<file path="config.mk">
export PLATFORM = sky130hd
export DESIGN_NAME = counter_sequencer_flat
export DESIGN_NICKNAME = d
export VERILOG_FILES = /design/src/rtl/counter_seq_pkg.sv /design/src/rtl/counter_sequencer_if.sv /design/src/rtl/seq_limit_cmp.sv /design/src/rtl/counter_sequencer.sv /design/src/flat_wrapper.sv
export SDC_FILE = /design/constraint.sdc
export NUM_CORES = 1
export LEC_CHECK = 0
export BUFFER_PORTS_ARGS = -buffer_cell sky130_fd_sc_hd__buf_2
export CAP_MARGIN = 25
export CORE_UTILIZATION = 25
export DETAILED_ROUTE_END_ITERATION = 10
export REMOVE_ABC_BUFFERS = 1
export SKIP_CTS_REPAIR_TIMING = 1
export SLEW_MARGIN = 25
export SYNTH_ARGS = -nofsm -noshare
export SYNTH_HDL_FRONTEND = slang
export SYNTH_SLANG_ARGS = --single-unit
</file>
<file path="constraint.sdc">
create_clock -name clock -period 10.44 [get_ports clock]
set_clock_uncertainty 0.15 [all_clocks]
set_input_delay 1.566 -clock clock [delete_from_list [all_inputs] [get_ports clock]]
set_output_delay 1.566 -clock clock [all_outputs]
set_load 0.03 [all_outputs]
</file>
<file path="src/rtl/counter_seq_pkg.sv">
`default_nettype none
// ============================================================================
//  Module   : counter_seq_pkg
//  Brief    : Shared state encodings and default widths for the counter
//             sequencer slice.
//  Revision : 1.0  initial release
// ============================================================================
package counter_seq_pkg;

    localparam int DEF_CNT_W  = 16;
    localparam int DEF_STEP_W = 5;
    localparam int DEF_LAP_W  = 8;

    typedef enum logic [2:0] {
        ST_IDLE = 3'd0,
        ST_CLR  = 3'd1,
        ST_UP   = 3'd2,
        ST_DOWN = 3'd3,
        ST_DONE = 3'd4
    } state_t;

endpackage
`default_nettype wire

</file>
<file path="src/rtl/counter_sequencer_if.sv">
`default_nettype none
// ============================================================================
//  Module   : counter_sequencer_if
//  Brief    : Control, limit and counter-pin bundle of the counter sequencer.
//             master = sequencer side, slave = switch logic / counter side.
//  Revision : 1.0  initial release
// ============================================================================
interface counter_sequencer_if
    import counter_seq_pkg::*;
#(
    parameter int CNT_W  = DEF_CNT_W,
    parameter int STEP_W = DEF_STEP_W,
    parameter int LAP_W  = DEF_LAP_W
);
    logic              start;
    logic              abort;
    logic              hold;
    logic [STEP_W-1:0] step_in;
    logic [CNT_W-1:0]  upper_lim;
    logic [CNT_W-1:0]  lower_lim;
    logic [CNT_W-1:0]  count_value;
    logic              cnt_enable;
    logic              cnt_clear_n;
    logic              cnt_dir;
    logic [STEP_W-1:0] cnt_step;
    logic              cnt_disp;
    logic              busy;
    logic              done;
    logic              err;
    logic [LAP_W-1:0]  laps;

    modport master (
        input  start, abort, hold, step_in, upper_lim, lower_lim, count_value,
        output cnt_enable, cnt_clear_n, cnt_dir, cnt_step, cnt_disp,
               busy, done, err, laps
    );

    modport slave (
        output start, abort, hold, step_in, upper_lim, lower_lim, count_value,
        input  cnt_enable, cnt_clear_n, cnt_dir, cnt_step, cnt_disp,
               busy, done, err, laps
    );
endinterface
`default_nettype wire

</file>
<file path="src/rtl/seq_limit_cmp.sv">
`default_nettype none
// ============================================================================
//  Module   : seq_limit_cmp
//  Brief    : Lookahead limit compares. Evaluated one bit wider than the
//             counter so value+step and lower+step can never wrap.
//  Revision : 1.0  initial release
// ============================================================================
module seq_limit_cmp
    import counter_seq_pkg::*;
#(
    parameter int CNT_W  = DEF_CNT_W,
    parameter int STEP_W = DEF_STEP_W
) (
    input  wire logic [CNT_W-1:0]  count_value,
    input  wire logic [STEP_W-1:0] step,
    input  wire logic [CNT_W-1:0]  upper,
    input  wire logic [CNT_W-1:0]  lower,
    output logic                   up_ok,
    output logic                   dn_ok
);
    logic [CNT_W:0] step_ext;
    logic [CNT_W:0] up_sum;
    logic [CNT_W:0] dn_floor;

    assign step_ext = {{(CNT_W + 1 - STEP_W){1'b0}}, step};
    assign up_sum   = {1'b0, count_value} + step_ext;
    assign dn_floor = {1'b0, lower} + step_ext;

    // Another step up stays at or under upper; another step down stays at or over lower.
    always_comb begin
        up_ok = (up_sum <= {1'b0, upper});
        dn_ok = ({1'b0, count_value} >= dn_floor);
    end
endmodule
`default_nettype wire

</file>
<file path="src/rtl/counter_sequencer.sv">
`default_nettype none
// ============================================================================
//  Module   : counter_sequencer
//  Brief    : Drives an up/down step counter through clear, count-up to an
//             upper limit, count-down to a lower limit, then done.
//             Optional macro AUTO_RELOAD_EN: DOWN loops back to UP and
//             completed laps are counted until abort.
//  Revision : 1.0  initial release
// ============================================================================
module counter_sequencer
    import counter_seq_pkg::*;
#(
    parameter int CNT_W  = DEF_CNT_W,
    parameter int STEP_W = DEF_STEP_W,
    parameter int LAP_W  = DEF_LAP_W
) (
    input  wire logic         clock,
    input  wire logic         reset,
    counter_sequencer_if.master bus
);
    state_t            state;
    logic [STEP_W-1:0] step_lat;
    logic [CNT_W-1:0]  upper_lat;
    logic [CNT_W-1:0]  lower_lat;
    logic              err_flag;
    logic              up_ok;
    logic              dn_ok;
    logic              busy;

    seq_limit_cmp #(
        .CNT_W  (CNT_W),
        .STEP_W (STEP_W)
    ) u_cmp (
        .count_value (bus.count_value),
        .step        (step_lat),
        .upper       (upper_lat),
        .lower       (lower_lat),
        .up_ok       (up_ok),
        .dn_ok       (dn_ok)
    );

`ifdef AUTO_RELOAD_EN
    logic [LAP_W-1:0] lap_cnt;

    // Lap counter: cleared on each new sequence, bumped on every DOWN->UP reload.
    always_ff @(posedge clock or posedge reset) begin
        if (reset) begin
            lap_cnt <= '0;
        end else if (!bus.abort) begin
            if (state == ST_CLR) begin
                lap_cnt <= '0;
            end else if (state == ST_DOWN && !dn_ok) begin
                lap_cnt <= lap_cnt + LAP_W'(1);
            end
        end
    end

    assign bus.laps = lap_cnt;
`else
    assign bus.laps = {LAP_W{1'b0}};
`endif

    // Sequencer FSM plus the step/limit latches and sticky error flag.
    always_ff @(posedge clock or posedge reset) begin
        if (reset) begin
            state     <= ST_IDLE;
            step_lat  <= '0;
            upper_lat <= '0;
            lower_lat <= '0;
            err_flag  <= 1'b0;
        end else if (bus.abort) begin
            state <= ST_IDLE;
        end else begin
            case (state)
                ST_IDLE: begin
                    if (bus.start) begin
                        // A zero step would stall forever, so it runs as 1.
                        step_lat  <= (bus.step_in == '0) ? STEP_W'(1) : bus.step_in;
                        upper_lat <= bus.upper_lim;
                        lower_lat <= bus.lower_lim;
                        err_flag  <= 1'b0;
                        state     <= ST_CLR;
                    end
                end
                ST_CLR: begin
                    if (upper_lat < lower_lat) begin
                        err_flag <= 1'b1;
                        state    <= ST_DONE;
                    end else begin
                        state <= ST_UP;
                    end
                end
                ST_UP: begin
                    if (!up_ok) begin
                        state <= ST_DOWN;
                    end
                end
                ST_DOWN: begin
                    if (!dn_ok) begin
`ifdef AUTO_RELOAD_EN
                        state <= ST_UP;
`else
                        state <= ST_DONE;
`endif
                    end
                end
                ST_DONE: state <= ST_IDLE;
                default: state <= ST_IDLE;
            endcase
        end
    end

    assign busy = (state == ST_CLR) || (state == ST_UP) || (state == ST_DOWN);

    // Counter pins and status decode from the current state and lookahead compares.
    always_comb begin
        bus.cnt_enable  = 1'b0;
        bus.cnt_clear_n = (state != ST_CLR);
        bus.cnt_dir     = (state != ST_DOWN);
        bus.cnt_step    = busy ? step_lat : '0;
        bus.cnt_disp    = busy || (state == ST_DONE);
        bus.busy        = busy;
        bus.done        = (state == ST_DONE);
        bus.err         = err_flag;
        if (!bus.abort && !bus.hold) begin
            if (state == ST_UP) begin
                bus.cnt_enable = up_ok;
            end else if (state == ST_DOWN) begin
                bus.cnt_enable = dn_ok;
            end
        end
    end
endmodule
`default_nettype wire

</file>
<file path="src/flat_wrapper.sv">
// flat-port wrapper written by rule: the top's interface ports become plain ports
module counter_sequencer_flat import counter_seq_pkg::*;
#(
    parameter int CNT_W  = DEF_CNT_W,
    parameter int STEP_W = DEF_STEP_W,
    parameter int LAP_W  = DEF_LAP_W
)
  (clock, reset, bus_start, bus_abort, bus_hold, bus_step_in, bus_upper_lim, bus_lower_lim, bus_count_value, bus_cnt_enable, bus_cnt_clear_n, bus_cnt_dir, bus_cnt_step, bus_cnt_disp, bus_busy, bus_done, bus_err, bus_laps);
  counter_sequencer_if #(.CNT_W(CNT_W), .STEP_W(STEP_W), .LAP_W(LAP_W)) bus_i ();
  input  wire logic clock;
  input  wire logic reset;
  input wire logic [$bits(bus_i.start)-1:0] bus_start;
  input wire logic [$bits(bus_i.abort)-1:0] bus_abort;
  input wire logic [$bits(bus_i.hold)-1:0] bus_hold;
  input wire logic [$bits(bus_i.step_in)-1:0] bus_step_in;
  input wire logic [$bits(bus_i.upper_lim)-1:0] bus_upper_lim;
  input wire logic [$bits(bus_i.lower_lim)-1:0] bus_lower_lim;
  input wire logic [$bits(bus_i.count_value)-1:0] bus_count_value;
  output wire logic [$bits(bus_i.cnt_enable)-1:0] bus_cnt_enable;
  output wire logic [$bits(bus_i.cnt_clear_n)-1:0] bus_cnt_clear_n;
  output wire logic [$bits(bus_i.cnt_dir)-1:0] bus_cnt_dir;
  output wire logic [$bits(bus_i.cnt_step)-1:0] bus_cnt_step;
  output wire logic [$bits(bus_i.cnt_disp)-1:0] bus_cnt_disp;
  output wire logic [$bits(bus_i.busy)-1:0] bus_busy;
  output wire logic [$bits(bus_i.done)-1:0] bus_done;
  output wire logic [$bits(bus_i.err)-1:0] bus_err;
  output wire logic [$bits(bus_i.laps)-1:0] bus_laps;
  assign bus_i.start = bus_start;
  assign bus_i.abort = bus_abort;
  assign bus_i.hold = bus_hold;
  assign bus_i.step_in = bus_step_in;
  assign bus_i.upper_lim = bus_upper_lim;
  assign bus_i.lower_lim = bus_lower_lim;
  assign bus_i.count_value = bus_count_value;
  assign bus_cnt_enable = bus_i.cnt_enable;
  assign bus_cnt_clear_n = bus_i.cnt_clear_n;
  assign bus_cnt_dir = bus_i.cnt_dir;
  assign bus_cnt_step = bus_i.cnt_step;
  assign bus_cnt_disp = bus_i.cnt_disp;
  assign bus_busy = bus_i.busy;
  assign bus_done = bus_i.done;
  assign bus_err = bus_i.err;
  assign bus_laps = bus_i.laps;
  counter_sequencer #(.CNT_W(CNT_W), .STEP_W(STEP_W), .LAP_W(LAP_W)) u_core (.clock(clock), .reset(reset), .bus(bus_i));
endmodule
</file>
==> results.md <==
* Logic gate share of total power at 0.615
* RSZ-0062 raised after global routing: no
* Post-layout util at 0.310
* Filler instances at 1474
* Tmin final at 6770 ps
* Top FF cell, synth: dfrtp_1
* IO Port Bufs at 69
* Final WS setup at 3670 ps
* DIE WIDTH at 122 µm
* FF+latch count, synth at 41
* Syn Inst Count at 376
* Area contributors post-synth: dfrtp_1 (28%), ha_1 (20%), mux2_2 (11%), xnor2_1 (6.1%), inv_1 (4.4%)
* Avg WL per Cell at 14.7 µm
* PwrDens at 305 nW/µm²
* Die height at 122 µm
* Vias per std cell at 4.66
* Final setup violation count at 0
* Slew Limit Fails at 0
* CTS buffer count at 5
* Worst relative slew slack at 0.534
* Core Box Area at 14000 µm²
* Post-synth top area share at 0.284
* Switching portion of total power at 0.453
* Clock network fraction of design power at 0.139
* Worst Path Arrival at 5050 ps
* Fin Setup TNS at 0 ps
* Largest net degree at the start of global routing at 42
* Slowest stage delay, CP at 580 ps
* Worst-skew pair later-pin latency at 290 ps
* Drt pass-1 iters at 4
* Leak at 2.07 nW
* Synth area leader: dfrtp_1
* Vias in the first global route at 3050
* Tcrit/Tclk final at 0.648
* Synth cell types at 47
* Max_cap viols at 0
* Wire length of the first global-routing pass at 14900 µm
* Peak Freq at 148 MHz
* Worst Setup Start Kind: input pin
* Post-route insts no fill at 631
* Post-route DRC violation count at 0
* Syn Area/Cell at 9.61 µm²
* Root Driver: clkbuf_16
* EDFF count, synth at 0
* Initial DRC Count at 88
* Sequential area share after synthesis at 0.284
* Commonest cells in the netlist: ha_1 (57), inv_1 (42), dfrtp_1 (41)
* # rows at 43
* Asr flop ratio synth at 1.00
* CTS tree: done
* Top-Level Pins at 78
* Grt ovf at 0
* Top-count cell post-synth: ha_1
* Nature of the critical path endpoint: output port
* Clock Path Buffers at 2
* Crit path kind: input pin to output port
* Cells along the critical path: buf_2 -> ha_1 -> a21o_1 -> a21oi_1 -> o21ai_0 -> nor4bb_1 -> nand4_1 -> xnor2_1 -> ha_1 -> nand4_1 -> nor4_1 -> a21boi_0 -> a311o_1 -> a21o_1 -> a211oi_2 -> buf_2
* H-tree depth at 2
* Sequential share of power at 0.246
* Critical Path Fanout Max at 4
* Initial antenna violation count at 1
* Worst Hold Class: register to register
* Internal power at 0.724 mW
* Clk slew on worst S/H paths at 60 ps
* Psw at 0.598 mW
* Final hold vios at 0
* Area delta synth->final at 20.0%
* Die area at 14900 µm²
* Reg2reg setup slack at 6590 ps
* Cell Area, Synth at 3610 µm²
* DR vias at 2939
* Layout net count at 565
* # clock sinks at 41
* Slowest CP cell: nor4bb_1
* Worst Max-Slew Pin Slew at 690 ps
* Detailed Route WL at 9250 µm
* VDD IR max at 0.0932 mV
* Share of cells above drive strength 1 at 0.276
* GPL Wtd Cong at 0.814
* GR Util All Layers at 0.130
* Hpwl dp at 7820 µm
* Dpl ws at 3730 ps
* Critical Path RT at 8720 ps
* Initial Util at 0.258
* Status: finished clean
* Ys Warns at 0
* Post-layout total power at 1.32 mW
* Cell count after placement at 620
* Post-route ant nets at 0
==> kinds of logic after synthesis <==
logic type,share of synthesized area
DFF,0.284
and+or+nand+nor,0.123
muxes,0.112
other,0.00104
buffers and inverters,0.0665
AOI/OAI and AO/OA,0.140
adders and majority gates,0.208
xor gates and xnor gates,0.0654
==> flip-flops by register name, indices dropped and copies added, names as in the netlist <==
register and cells:
u_core.state 3, u_core.upper_lat 16, u_core.step_lat 5, u_core.bus.err 1, u_core.lower_lat 16
==> placed cells by master (no fill, tap or decap), drive strengths merged, types with 3 or more instances in the layout <==
cell type / instances
a211oi: 9
a21o: 5
a21oi: 17
and2: 5
buf: 71
clkbuf: 7
conb: 8
dfrtp: 41
ha: 57
inv: 42
mux2: 36
nand2: 19
nand3: 8
nand4: 11
nor2: 23
nor2b: 3
nor3: 4
nor4: 4
o211ai: 3
o21a: 4
o21ai: 17
o21bai: 4
xnor2: 25
==> power groups by stage <==
stage / clock [mW] / combinational (mW) / sequential, mW
after floorplan: 0 / 0.623 / 0.296
after global placement: 0 / 0.776 / 0.325
after detailed placement: 0 / 0.808 / 0.329
after CTS: 0.189 / 0.815 / 0.326
after global routing: 0.193 / 0.932 / 0.336
final: 0.183 / 0.813 / 0.326
==> per-stage QoR <==
stage / hold slack, ps / cell area [µm²]
final: 373 / 4340
after global routing: 382 / 4330
after CTS: 375 / 4310
after detailed placement: 361 / 4140
after global placement: 346 / 4140
after floorplan: 330 / 3560
==> critical path: cells and delay by family <==
family | cells | cell delay, ps
adder cells (fa/ha/maj) | 2 | 560
AND/OR/NAND/NOR | 4 | 1260
XOR/XNOR | 1 | 160
AO/OA/AOI/OAI | 7 | 1160
buffers and inverters | 2 | 340
==> worst paths after layout <==
| path | start | to | depth (start not counted) |
|---|---|---|---|
| worst max-delay path | bus_count_value[1] | bus_cnt_enable | 16 |
| worst min register to register | u_core.lower_lat[12]$_DFFE_PP0P_ | u_core.lower_lat[12]$_DFFE_PP0P_ | 1 |
| max in group asynchronous | reset | u_core.upper_lat[14]$_DFFE_PP0P_ | 3 |
| worst max register to register | u_core.step_lat[1]$_DFFE_PP0P_ | u_core.state[0]$_DFFE_PP0P_ | 14 |
| min in group asynchronous | reset | u_core.lower_lat[2]$_DFFE_PP0P_ | 3 |
| worst min-delay path | u_core.lower_lat[12]$_DFFE_PP0P_ | u_core.lower_lat[12]$_DFFE_PP0P_ | 1 |
==> final cells by class <==
type | instances | area, µm² | share of cell area
Sequential cell | 41 | 1030 | 0.237
Antenna cell | 2 | 5.00 | 0.00115
Clock buffer | 7 | 143 | 0.0329
Multi-Input combinational cell | 287 | 2380 | 0.548
Tap cell | 180 | 225 | 0.0519
Clock inverter | 1 | 30.0 | 0.00692
Timing Repair Buffer | 71 | 373 | 0.0860
Inverter | 42 | 158 | 0.0363
==> metal layers <==
| metal | GRT usage | vias to the layer above | part of all wire |
|---|---|---|---|
| met4 | 0.0351 | 0 | 0.011 |
| met3 | 0.0428 | 7 | 0.081 |
| met1 | 0.157 | 1387 | 0.43 |
| met5 | 0 | - | 0 |
| li1 | - | 1473 | - |
| met2 | 0.221 | 72 | 0.47 |
Note: power is estimated with default switching activity, not from simulation.
